**src/rtl/vga_sync_gen_if.sv**
```systemverilog
// Raster timing bundle between vga_sync_gen and the sprite drawer stages.
// master: the timing generator drives every signal; slave: the drawers read them.
interface vga_sync_gen_if;
  logic       pix_en;
  logic [9:0] hcount;
  logic [9:0] vcount;
  logic       hsync;
  logic       vsync;
  logic       video_on;
  logic       line_start;
  logic       frame_start;
  logic [7:0] frame_count;

  modport master (
    output pix_en, hcount, vcount, hsync, vsync, video_on,
           line_start, frame_start, frame_count
  );

  modport slave (
    input  pix_en, hcount, vcount, hsync, vsync, video_on,
           line_start, frame_start, frame_count
  );
endinterface

```
**src/rtl/vga_sync_gen.sv**
```systemverilog
// vga_sync_gen: VGA raster timing generator.
// Divides clk into a pixel strobe, walks hcount/vcount across the raster and
// produces hsync/vsync, video_on and line/frame start pulses, all registered
// and aligned with the coordinate they describe.
// Optional: define VGA_FRAME_COUNT_EN to get a modulo-256 frame counter;
// otherwise frame_count is tied to zero.
module vga_sync_gen #(
  parameter int unsigned H_ACTIVE = 640,
  parameter int unsigned H_FP     = 16,
  parameter int unsigned H_SYNC   = 96,
  parameter int unsigned H_BP     = 48,
  parameter int unsigned V_ACTIVE = 480,
  parameter int unsigned V_FP     = 10,
  parameter int unsigned V_SYNC   = 2,
  parameter int unsigned V_BP     = 33,
  parameter int unsigned CLK_DIV  = 2,
  parameter int unsigned SYNC_POL = 0
) (
  input  logic            clk,
  input  logic            reset,
  vga_sync_gen_if.master  vga
);

  localparam int unsigned H_TOTAL = H_ACTIVE + H_FP + H_SYNC + H_BP;
  localparam int unsigned V_TOTAL = V_ACTIVE + V_FP + V_SYNC + V_BP;

  localparam logic [9:0] H_LAST   = 10'(H_TOTAL - 1);
  localparam logic [9:0] V_LAST   = 10'(V_TOTAL - 1);
  localparam logic [9:0] H_ACT    = 10'(H_ACTIVE);
  localparam logic [9:0] V_ACT    = 10'(V_ACTIVE);
  localparam logic [9:0] HS_START = 10'(H_ACTIVE + H_FP);
  localparam logic [9:0] HS_END   = 10'(H_ACTIVE + H_FP + H_SYNC);
  localparam logic [9:0] VS_START = 10'(V_ACTIVE + V_FP);
  localparam logic [9:0] VS_END   = 10'(V_ACTIVE + V_FP + V_SYNC);

  localparam int unsigned         DIV_W    = (CLK_DIV > 1) ? $clog2(CLK_DIV) : 1;
  localparam logic [DIV_W-1:0]    DIV_LAST = DIV_W'(CLK_DIV - 1);
  localparam logic                SYNC_ACT = (SYNC_POL != 0);

  logic [DIV_W-1:0] div;
  logic [DIV_W-1:0] div_nxt;
  logic             adv;
  logic [9:0]       hcnt;
  logic [9:0]       vcnt;
  logic [9:0]       h_nxt;
  logic [9:0]       v_nxt;
  logic             pix_en_r;
  logic             hsync_r;
  logic             vsync_r;
  logic             video_on_r;
  logic             line_start_r;
  logic             frame_start_r;

  // Next divider/coordinate values; flags are decoded from these so they
  // line up with the coordinate registered on the same edge.
  always_comb begin
    div_nxt = (div == DIV_LAST) ? '0 : div + 1'b1;
    adv     = (div_nxt == DIV_LAST);
    h_nxt   = hcnt;
    v_nxt   = vcnt;
    if (adv) begin
      if (hcnt == H_LAST) begin
        h_nxt = '0;
        v_nxt = (vcnt == V_LAST) ? '0 : vcnt + 10'd1;
      end else begin
        h_nxt = hcnt + 10'd1;
      end
    end
  end

  // Divider, counters and registered raster flags; flags only update on a
  // pixel advance so the post-reset (0,0) stays blanked until the first strobe.
  always_ff @(posedge clk) begin
    if (reset) begin
      div           <= '0;
      pix_en_r      <= 1'b0;
      hcnt          <= '0;
      vcnt          <= '0;
      hsync_r       <= ~SYNC_ACT;
      vsync_r       <= ~SYNC_ACT;
      video_on_r    <= 1'b0;
      line_start_r  <= 1'b0;
      frame_start_r <= 1'b0;
    end else begin
      div           <= div_nxt;
      pix_en_r      <= adv;
      line_start_r  <= 1'b0;
      frame_start_r <= 1'b0;
      if (adv) begin
        hcnt          <= h_nxt;
        vcnt          <= v_nxt;
        hsync_r       <= (h_nxt >= HS_START && h_nxt < HS_END) ? SYNC_ACT : ~SYNC_ACT;
        vsync_r       <= (v_nxt >= VS_START && v_nxt < VS_END) ? SYNC_ACT : ~SYNC_ACT;
        video_on_r    <= (h_nxt < H_ACT) && (v_nxt < V_ACT);
        line_start_r  <= (h_nxt == '0);
        frame_start_r <= (h_nxt == '0) && (v_nxt == '0);
      end
    end
  end

`ifdef VGA_FRAME_COUNT_EN
  logic [7:0] fcnt;

  // Count completed frames, wrapping naturally at 256.
  always_ff @(posedge clk) begin
    if (reset) begin
      fcnt <= '0;
    end else if (frame_start_r) begin
      fcnt <= fcnt + 8'd1;
    end
  end

  assign vga.frame_count = fcnt;
`else
  assign vga.frame_count = '0;
`endif

  assign vga.pix_en      = pix_en_r;
  assign vga.hcount      = hcnt;
  assign vga.vcount      = vcnt;
  assign vga.hsync       = hsync_r;
  assign vga.vsync       = vsync_r;
  assign vga.video_on    = video_on_r;
  assign vga.line_start  = line_start_r;
  assign vga.frame_start = frame_start_r;

endmodule

```
**src/flat_wrapper.sv**
```systemverilog
// flat-port wrapper written by rule: the top's interface ports become plain ports
module vga_sync_gen_flat 
#(
  parameter int unsigned H_ACTIVE = 640,
  parameter int unsigned H_FP     = 16,
  parameter int unsigned H_SYNC   = 96,
  parameter int unsigned H_BP     = 48,
  parameter int unsigned V_ACTIVE = 480,
  parameter int unsigned V_FP     = 10,
  parameter int unsigned V_SYNC   = 2,
  parameter int unsigned V_BP     = 33,
  parameter int unsigned CLK_DIV  = 2,
  parameter int unsigned SYNC_POL = 0
)
  (clk, reset, vga_pix_en, vga_hcount, vga_vcount, vga_hsync, vga_vsync, vga_video_on, vga_line_start, vga_frame_start, vga_frame_count);
  vga_sync_gen_if vga_i ();
  input  logic clk;
  input  logic reset;
  output wire logic [$bits(vga_i.pix_en)-1:0] vga_pix_en;
  output wire logic [$bits(vga_i.hcount)-1:0] vga_hcount;
  output wire logic [$bits(vga_i.vcount)-1:0] vga_vcount;
  output wire logic [$bits(vga_i.hsync)-1:0] vga_hsync;
  output wire logic [$bits(vga_i.vsync)-1:0] vga_vsync;
  output wire logic [$bits(vga_i.video_on)-1:0] vga_video_on;
  output wire logic [$bits(vga_i.line_start)-1:0] vga_line_start;
  output wire logic [$bits(vga_i.frame_start)-1:0] vga_frame_start;
  output wire logic [$bits(vga_i.frame_count)-1:0] vga_frame_count;
  assign vga_pix_en = vga_i.pix_en;
  assign vga_hcount = vga_i.hcount;
  assign vga_vcount = vga_i.vcount;
  assign vga_hsync = vga_i.hsync;
  assign vga_vsync = vga_i.vsync;
  assign vga_video_on = vga_i.video_on;
  assign vga_line_start = vga_i.line_start;
  assign vga_frame_start = vga_i.frame_start;
  assign vga_frame_count = vga_i.frame_count;
  vga_sync_gen #(.H_ACTIVE(H_ACTIVE), .H_FP(H_FP), .H_SYNC(H_SYNC), .H_BP(H_BP), .V_ACTIVE(V_ACTIVE), .V_FP(V_FP), .V_SYNC(V_SYNC), .V_BP(V_BP), .CLK_DIV(CLK_DIV), .SYNC_POL(SYNC_POL)) u_core (.clk(clk), .reset(reset), .vga(vga_i));
endmodule
```
**config.mk**
```make
export PLATFORM = sky130hd
export DESIGN_NAME = vga_sync_gen_flat
export DESIGN_NICKNAME = d
export VERILOG_FILES = /design/src/rtl/vga_sync_gen_if.sv /design/src/rtl/vga_sync_gen.sv /design/src/flat_wrapper.sv
export SDC_FILE = /design/constraint.sdc
export NUM_CORES = 1
export LEC_CHECK = 0
export BUFFER_PORTS_ARGS = -buffer_cell sky130_fd_sc_hd__buf_2
export CORE_UTILIZATION = 51
export CTS_BUF_LIST = sky130_fd_sc_hd__clkbuf_8
export DETAILED_ROUTE_END_ITERATION = 8
export HOLD_SLACK_MARGIN = 0.08
export PLACE_DENSITY = 0.77
export SLEW_MARGIN = 20
export SYNTH_ARGS = -nofsm -noshare
export SYNTH_HDL_FRONTEND = slang
export SYNTH_SLANG_ARGS = --single-unit
```
**constraint.sdc**
```tcl
create_clock -name clk -period 2.62 [get_ports clk]
set_clock_uncertainty 0.2 [all_clocks]
set_input_delay 0.524 -clock clk [delete_from_list [all_inputs] [get_ports clk]]
set_output_delay 0.524 -clock clk [all_outputs]
set_load 0.005 [all_outputs]
```
# ---- Word-level counts from Yosys, hierarchy flattened
# Cells that the tools add are included.
dict set report totals {
  ff_bits 26
  in_bits 2
  out_inout_bits 34
}
dict set report classes {
  addsub 3
  magnitude_cmp 6
  eq_ne 2
  mux 8
  bitwise_logic 1
  reduce_logical 7
}
# op n
set ops {}
lappend ops {{$mux W10} 5}
lappend ops {{$add A10 B1 Y10 const B} 2}
lappend ops {{$eq A10 B10 Y1 const B} 2}
lappend ops {{$logic_not A10 Y1} 2}
lappend ops {{$lt A10 B10 Y1 const B} 2}
lappend ops {{$lt A10 B9 Y1 const B} 2}
lappend ops {{$ge A10 B10 Y1 const B} 1}
lappend ops {{$ge A10 B9 Y1 const B} 1}
lappend ops {{$logic_and A1 B1 Y1} 4}
lappend ops {{$mux W1} 3}
lappend ops {{$reduce_or A2 Y1} 1}
lappend ops {{$add A1 B1 Y1 const B} 1}
lappend ops {{$not A1 Y1} 1}

# ---- Longest topological paths before layout
dict set report logic_depth {
  ltp_word 7
  mapped_depth 8
  depth_no_buf 8
}

# ---- Least setup slack after synthesis
# No wires, ideal clock.
dict set report synth_path {
  path_kind {reg2reg}
  from {register u_core.hcnt[0], in the netlist u_core.vga.hcount[0]}
  to {register u_core.video_on_r, in the netlist u_core.vga.video_on}
  setup_time_ps 125
  arrival_time_ps 2326
  required_time_ps 2295
  setup_slack_ps -31
  stages_incl_launch_ff 8
  path_buffers 0
  path_cell_list {dfxtp_1 > ha_1 > nand4_2 > or4_4 > or3_4 > xor2_2 > nor4_4 > o32ai_1}
}
dict set report synth_between {
  elab_chain_len 5
  elab_cells_between_ends 9
  cone_classes {1 x add/sub; 2 x order compare; 1 x eq/ne; 4 x mux; 1 x reduce/logical}
}
# item line
set synth_lines {}
lappend synth_lines {{start, declared} vga_sync_gen.sv:43} ;# logic [9:0] hcnt;
lappend synth_lines {{start signal, assigned} vga_sync_gen.sv:90} ;# hcnt <= h_nxt;
lappend synth_lines {{$add A10 B1 Y10 / $eq A10 B10 Y1 (equally long branches)} {vga_sync_gen.sv:66, vga_sync_gen.sv:62}}
lappend synth_lines {{$mux W10} vga_sync_gen.sv:62} ;# if (hcnt == H_LAST) begin
lappend synth_lines {{$mux W10} vga_sync_gen.sv:61} ;# if (adv) begin
lappend synth_lines {{$lt A10 B10 Y1 / $lt A10 B9 Y1 (equally long branches)} vga_sync_gen.sv:94} ;# video_on_r <= (h_nxt < H_ACT) && (v_nxt < V_ACT);
lappend synth_lines {{$logic_and A1 B1 Y1 *} vga_sync_gen.sv:94}
lappend synth_lines {{end signal, assigned} vga_sync_gen.sv:94}
lappend synth_lines {{end, declared} vga_sync_gen.sv:50} ;# logic video_on_r;
# Mark *: on every way between the ends. The rest lies on a longest branch, timed or not.
# A chain may end at the register's enable or synchronous reset.

# ---- Final worst setup path
dict set report layout_path {
  from {register u_core.hcnt[1], in the netlist u_core.vga.hcount[1]}
  to {register u_core.vsync_r, in the netlist u_core.vga.vsync}
}
dict set report layout_between {
  elab_chain_len 6
  elab_cells_between_ends 7
  cone_classes {2 x order compare; 1 x eq/ne; 3 x mux; 1 x reduce/logical}
}
# item line
set layout_lines {}
lappend layout_lines {{$eq A10 B10 Y1 *} vga_sync_gen.sv:62}
lappend layout_lines {{$mux W10 *} vga_sync_gen.sv:62}
lappend layout_lines {{$mux W10 *} vga_sync_gen.sv:61}
lappend layout_lines {{$ge A10 B9 Y1 / $lt A10 B9 Y1 (equally long branches)} vga_sync_gen.sv:93} ;# vsync_r <= (v_nxt >= VS_START && v_nxt < VS_END) ? SYNC_ACT : ~SYNC_ACT;
lappend layout_lines {{$logic_and A1 B1 Y1 *} vga_sync_gen.sv:93}
lappend layout_lines {{$mux W1 *} vga_sync_gen.sv:93}
lappend layout_lines {{end signal, assigned} vga_sync_gen.sv:80} ;# vsync_r <= ~SYNC_ACT;
lappend layout_lines {{end signal, assigned} vga_sync_gen.sv:93}
lappend layout_lines {{end, declared} vga_sync_gen.sv:49} ;# logic vsync_r;
# Marked as above.

==> impl_metrics.yaml <==
status:
  status: "finished clean"
floorplan:
  dieWidth_um: 59.4
  die_h_um: 59.4
  rows: 20
  initial_core_util_pct: 54.5
  io-pin-count: 36
  die_area_mm2: 0.00352
  coreArea_mm2: 0.00308
timing:
  hold_viol: 0
  setup_tns_ns: 0
  max_freq_ghz: 0.394
  setup_ws_ns: 0.0804
  rsz0062_at_grt: "no"
  slew_violations: 0
  fin_crit_sh_pct: 96.9
  setup_viol: 0
  period_minus_slack_ns: 2.54
worst_setup_path:
  rr_worst_depth: 7
  start_kind: "flip-flop"
  crit_type: "reg -> reg"
  crit_path_end_kind: "flip-flop"
  cp_slowest_stage_delay_ns: 0.57
  crit_slowest_cell: "or4_4"
  crit_arrival_ns: 2.50
  cp_max_fo: 4
  worst-endpoint-required_ns: 2.58
  crit_chain: "ha_4 -> nand4_2 -> or4_4 -> or3_4 -> xor2_2 -> nor4_4 -> a31oi_1"
placement:
  dp_hpwl_um: 2930
  portBuffers: 27
  dp_slack_ns: 0.0815
  placed_cell_area_mm2: 0.00191
  globalplace.congestion: 0.869
global_route:
  grt_use_met2_pct: 37.6
  grt_use_total_pct: 25.0
  busiest_layer: "met2"
  grt_pass1_wl_um: 6580
  first_global_vias: 1388
  gr-usage-met3_pct: 2.84
  grt_overflow: 0
  antenna_found_initial: 0
  grt_max_degree: 22
  globalRouteMet1Util_pct: 37.1
cts:
  cts_buffer_depth: 2
  cts_htree_levels: 1
  cts.sinks: 26
  root_buffer: "clkbuf_8"
  clkTransAtPathRegs_ns: 0.09
  cts_buffers: 3
  clk_latency_ns: 0.27
  cts_tree: "built"
  cts_hold_buf: 0
detailed_routing:
  dr_total_vias: 1549
  ant_nets: 0
  drt-initial-drc-count: 72
  firstDrtPassIters: 4
  totalWireLength_um: 3960
  vias_per_cell: 5.42
  drc: 0
  wl_per_cell_um: 13.8
final_layout:
  fin_util_pct: 64.0
  layout_common_cells: "28 x nor2_1, 27 x buf_2, 25 x dfxtp_1"
  fin_area_mm2: 0.00197
  final_nets: 248
  final_common_cell: "nor2_1"
  antenna_cells: 0
  fill_cells: 291
  area.growth.synth_to_final_pct: 17.4
  drive_gt1_share_pct: 26.4
power:
  switching_share_pct: 24.1
  p_int_uw: 575
  combPwrFrac_pct: 9.8
  switchingPower_uw: 182
  p_per_area_mw_per_mm2: 385
  pwr-share-clk_pct: 35.3
  seqPwrFrac_pct: 54.9
  p_leak_nw: 0.839
  peakVddDrop_mv: 0.194
synthesis:
  netlist_area_mm2: 0.00168
  synthFlopType: "dfxtp_1"
  yosys.area.top_type: "dfxtp_1"
  syn_inst: 206
  yosysSeqAreaShare_pct: 31.0
  synth_edf_count: 0
  synth_area_leaders: "dfxtp_1 31%, nor2_1 6.3%, xnor2_1 3.7%"
  yosys_warnings: 0
  synthDistinctLibCells: 48
  avgSynthCellArea_um2: 8.14
  async_flop_share_pct: 0
  synth_top_area_share_pct: 31.0
  synth-seq-cells: 26
job:
  drv_cap: 0
hold_path:
  holdPathStages: 2
  hp-class: "reg -> reg"
==> cell families (layout without fill, tap and decap cells) <==
family                     count (synthesis)  in the layout  synth area share (%)
AOI/OAI and AO/OA                         33             33                  12.6
xor gates and xnor gates                  14             14                  7.76
adders and majority gates                  3              3                  2.24
buffers and inverters                     27             56                  8.95
DFF                                       26             26                  31.0
muxes                                      4              4                  2.39
other                                      1              8                 0.223
and+or+nand+nor                           98             98                  34.8
==> Yosys cell counts (4+ instances only) <==
library cell / number
o21ai_0: 5
and3_1: 5
inv_1: 8
nand2_1: 11
dfxtp_1: 26
xor2_1: 6
nor3_1: 8
nand3_1: 8
nor2_1: 28
clkbuf_1: 6
buf_4: 8
mux2i_1: 4
a21oi_1: 12
nand2b_1: 5
a31oi_1: 4
xnor2_1: 7
==> final timing paths <==
kind	startpoint	to	slack (ns)
worst max-delay path	u_core.vga.hcount[1]	u_core.vga.vsync	0.08
worst min-delay path	u_core.vga.video_on	u_core.vga.video_on	0.28
worst max register to register	u_core.vga.hcount[1]	u_core.vga.vsync	0.08
worst min register to register	u_core.vga.video_on	u_core.vga.video_on	0.28
==> critical path, delay by kind of cell, from the launching register on <==
kind / cells / cell delay (ns)
simple gates: 4 / 1.38
flops: 1 / 0.37
fa+ha+maj: 1 / 0.17
xor+xnor: 1 / 0.17
compound gates: 1 / 0.13
==> per-layer routing <==
layer	up-vias	routed length, um
met5	-	0
met4	0	64
met3	7	186
met2	50	1810
met1	707	1900
li1	785	-
==> metrics by stage <==
stage          std cells  total power [mW]  hold WS [ns]
2_1_floorplan        213             0.477         0.249
3_3_place_gp         282             0.494         0.249
3_5_place_dp         282             0.496         0.257
4_1_cts              286             0.756         0.272
5_1_grt              286             0.792         0.315
6_report             286             0.758         0.275
==> power groups by stage <==
stage	Clock [mW]	Sequential [mW]	Combinational (mW)
2_1_floorplan	0	0.423	0.0545
3_3_place_gp	0	0.424	0.0709
3_5_place_dp	0	0.423	0.0725
4_1_cts	0.269	0.414	0.0727
5_1_grt	0.292	0.418	0.0823
6_report	0.267	0.416	0.0746
==> final cells by class <==
class	instances	area (um^2)	area share, %
flip-flops and latches	26	522	26.5
inverters	8	30.0	1.52
repair buffers	44	263	13.3
multi-input cells	160	1050	53.1
well taps	44	55.1	2.79
clock buffers	4	55.1	2.79
==> flip-flops by register name (all words and copies together) (netlist names) <==
signal and count:
u_core.div 1, u_core.vga.frame_start 1, u_core.vga.hcount 10, u_core.vga.hsync 1, u_core.vga.line_start 1, u_core.vga.vcount 10, u_core.vga.video_on 1, u_core.vga.vsync 1
==> repair_timing <==
action                     CTS  global route
setup endpoints to repair    0             2
gates resized for setup      0             1
setup buffers                0             0
Note: power is estimated with default switching activity, not from simulation.
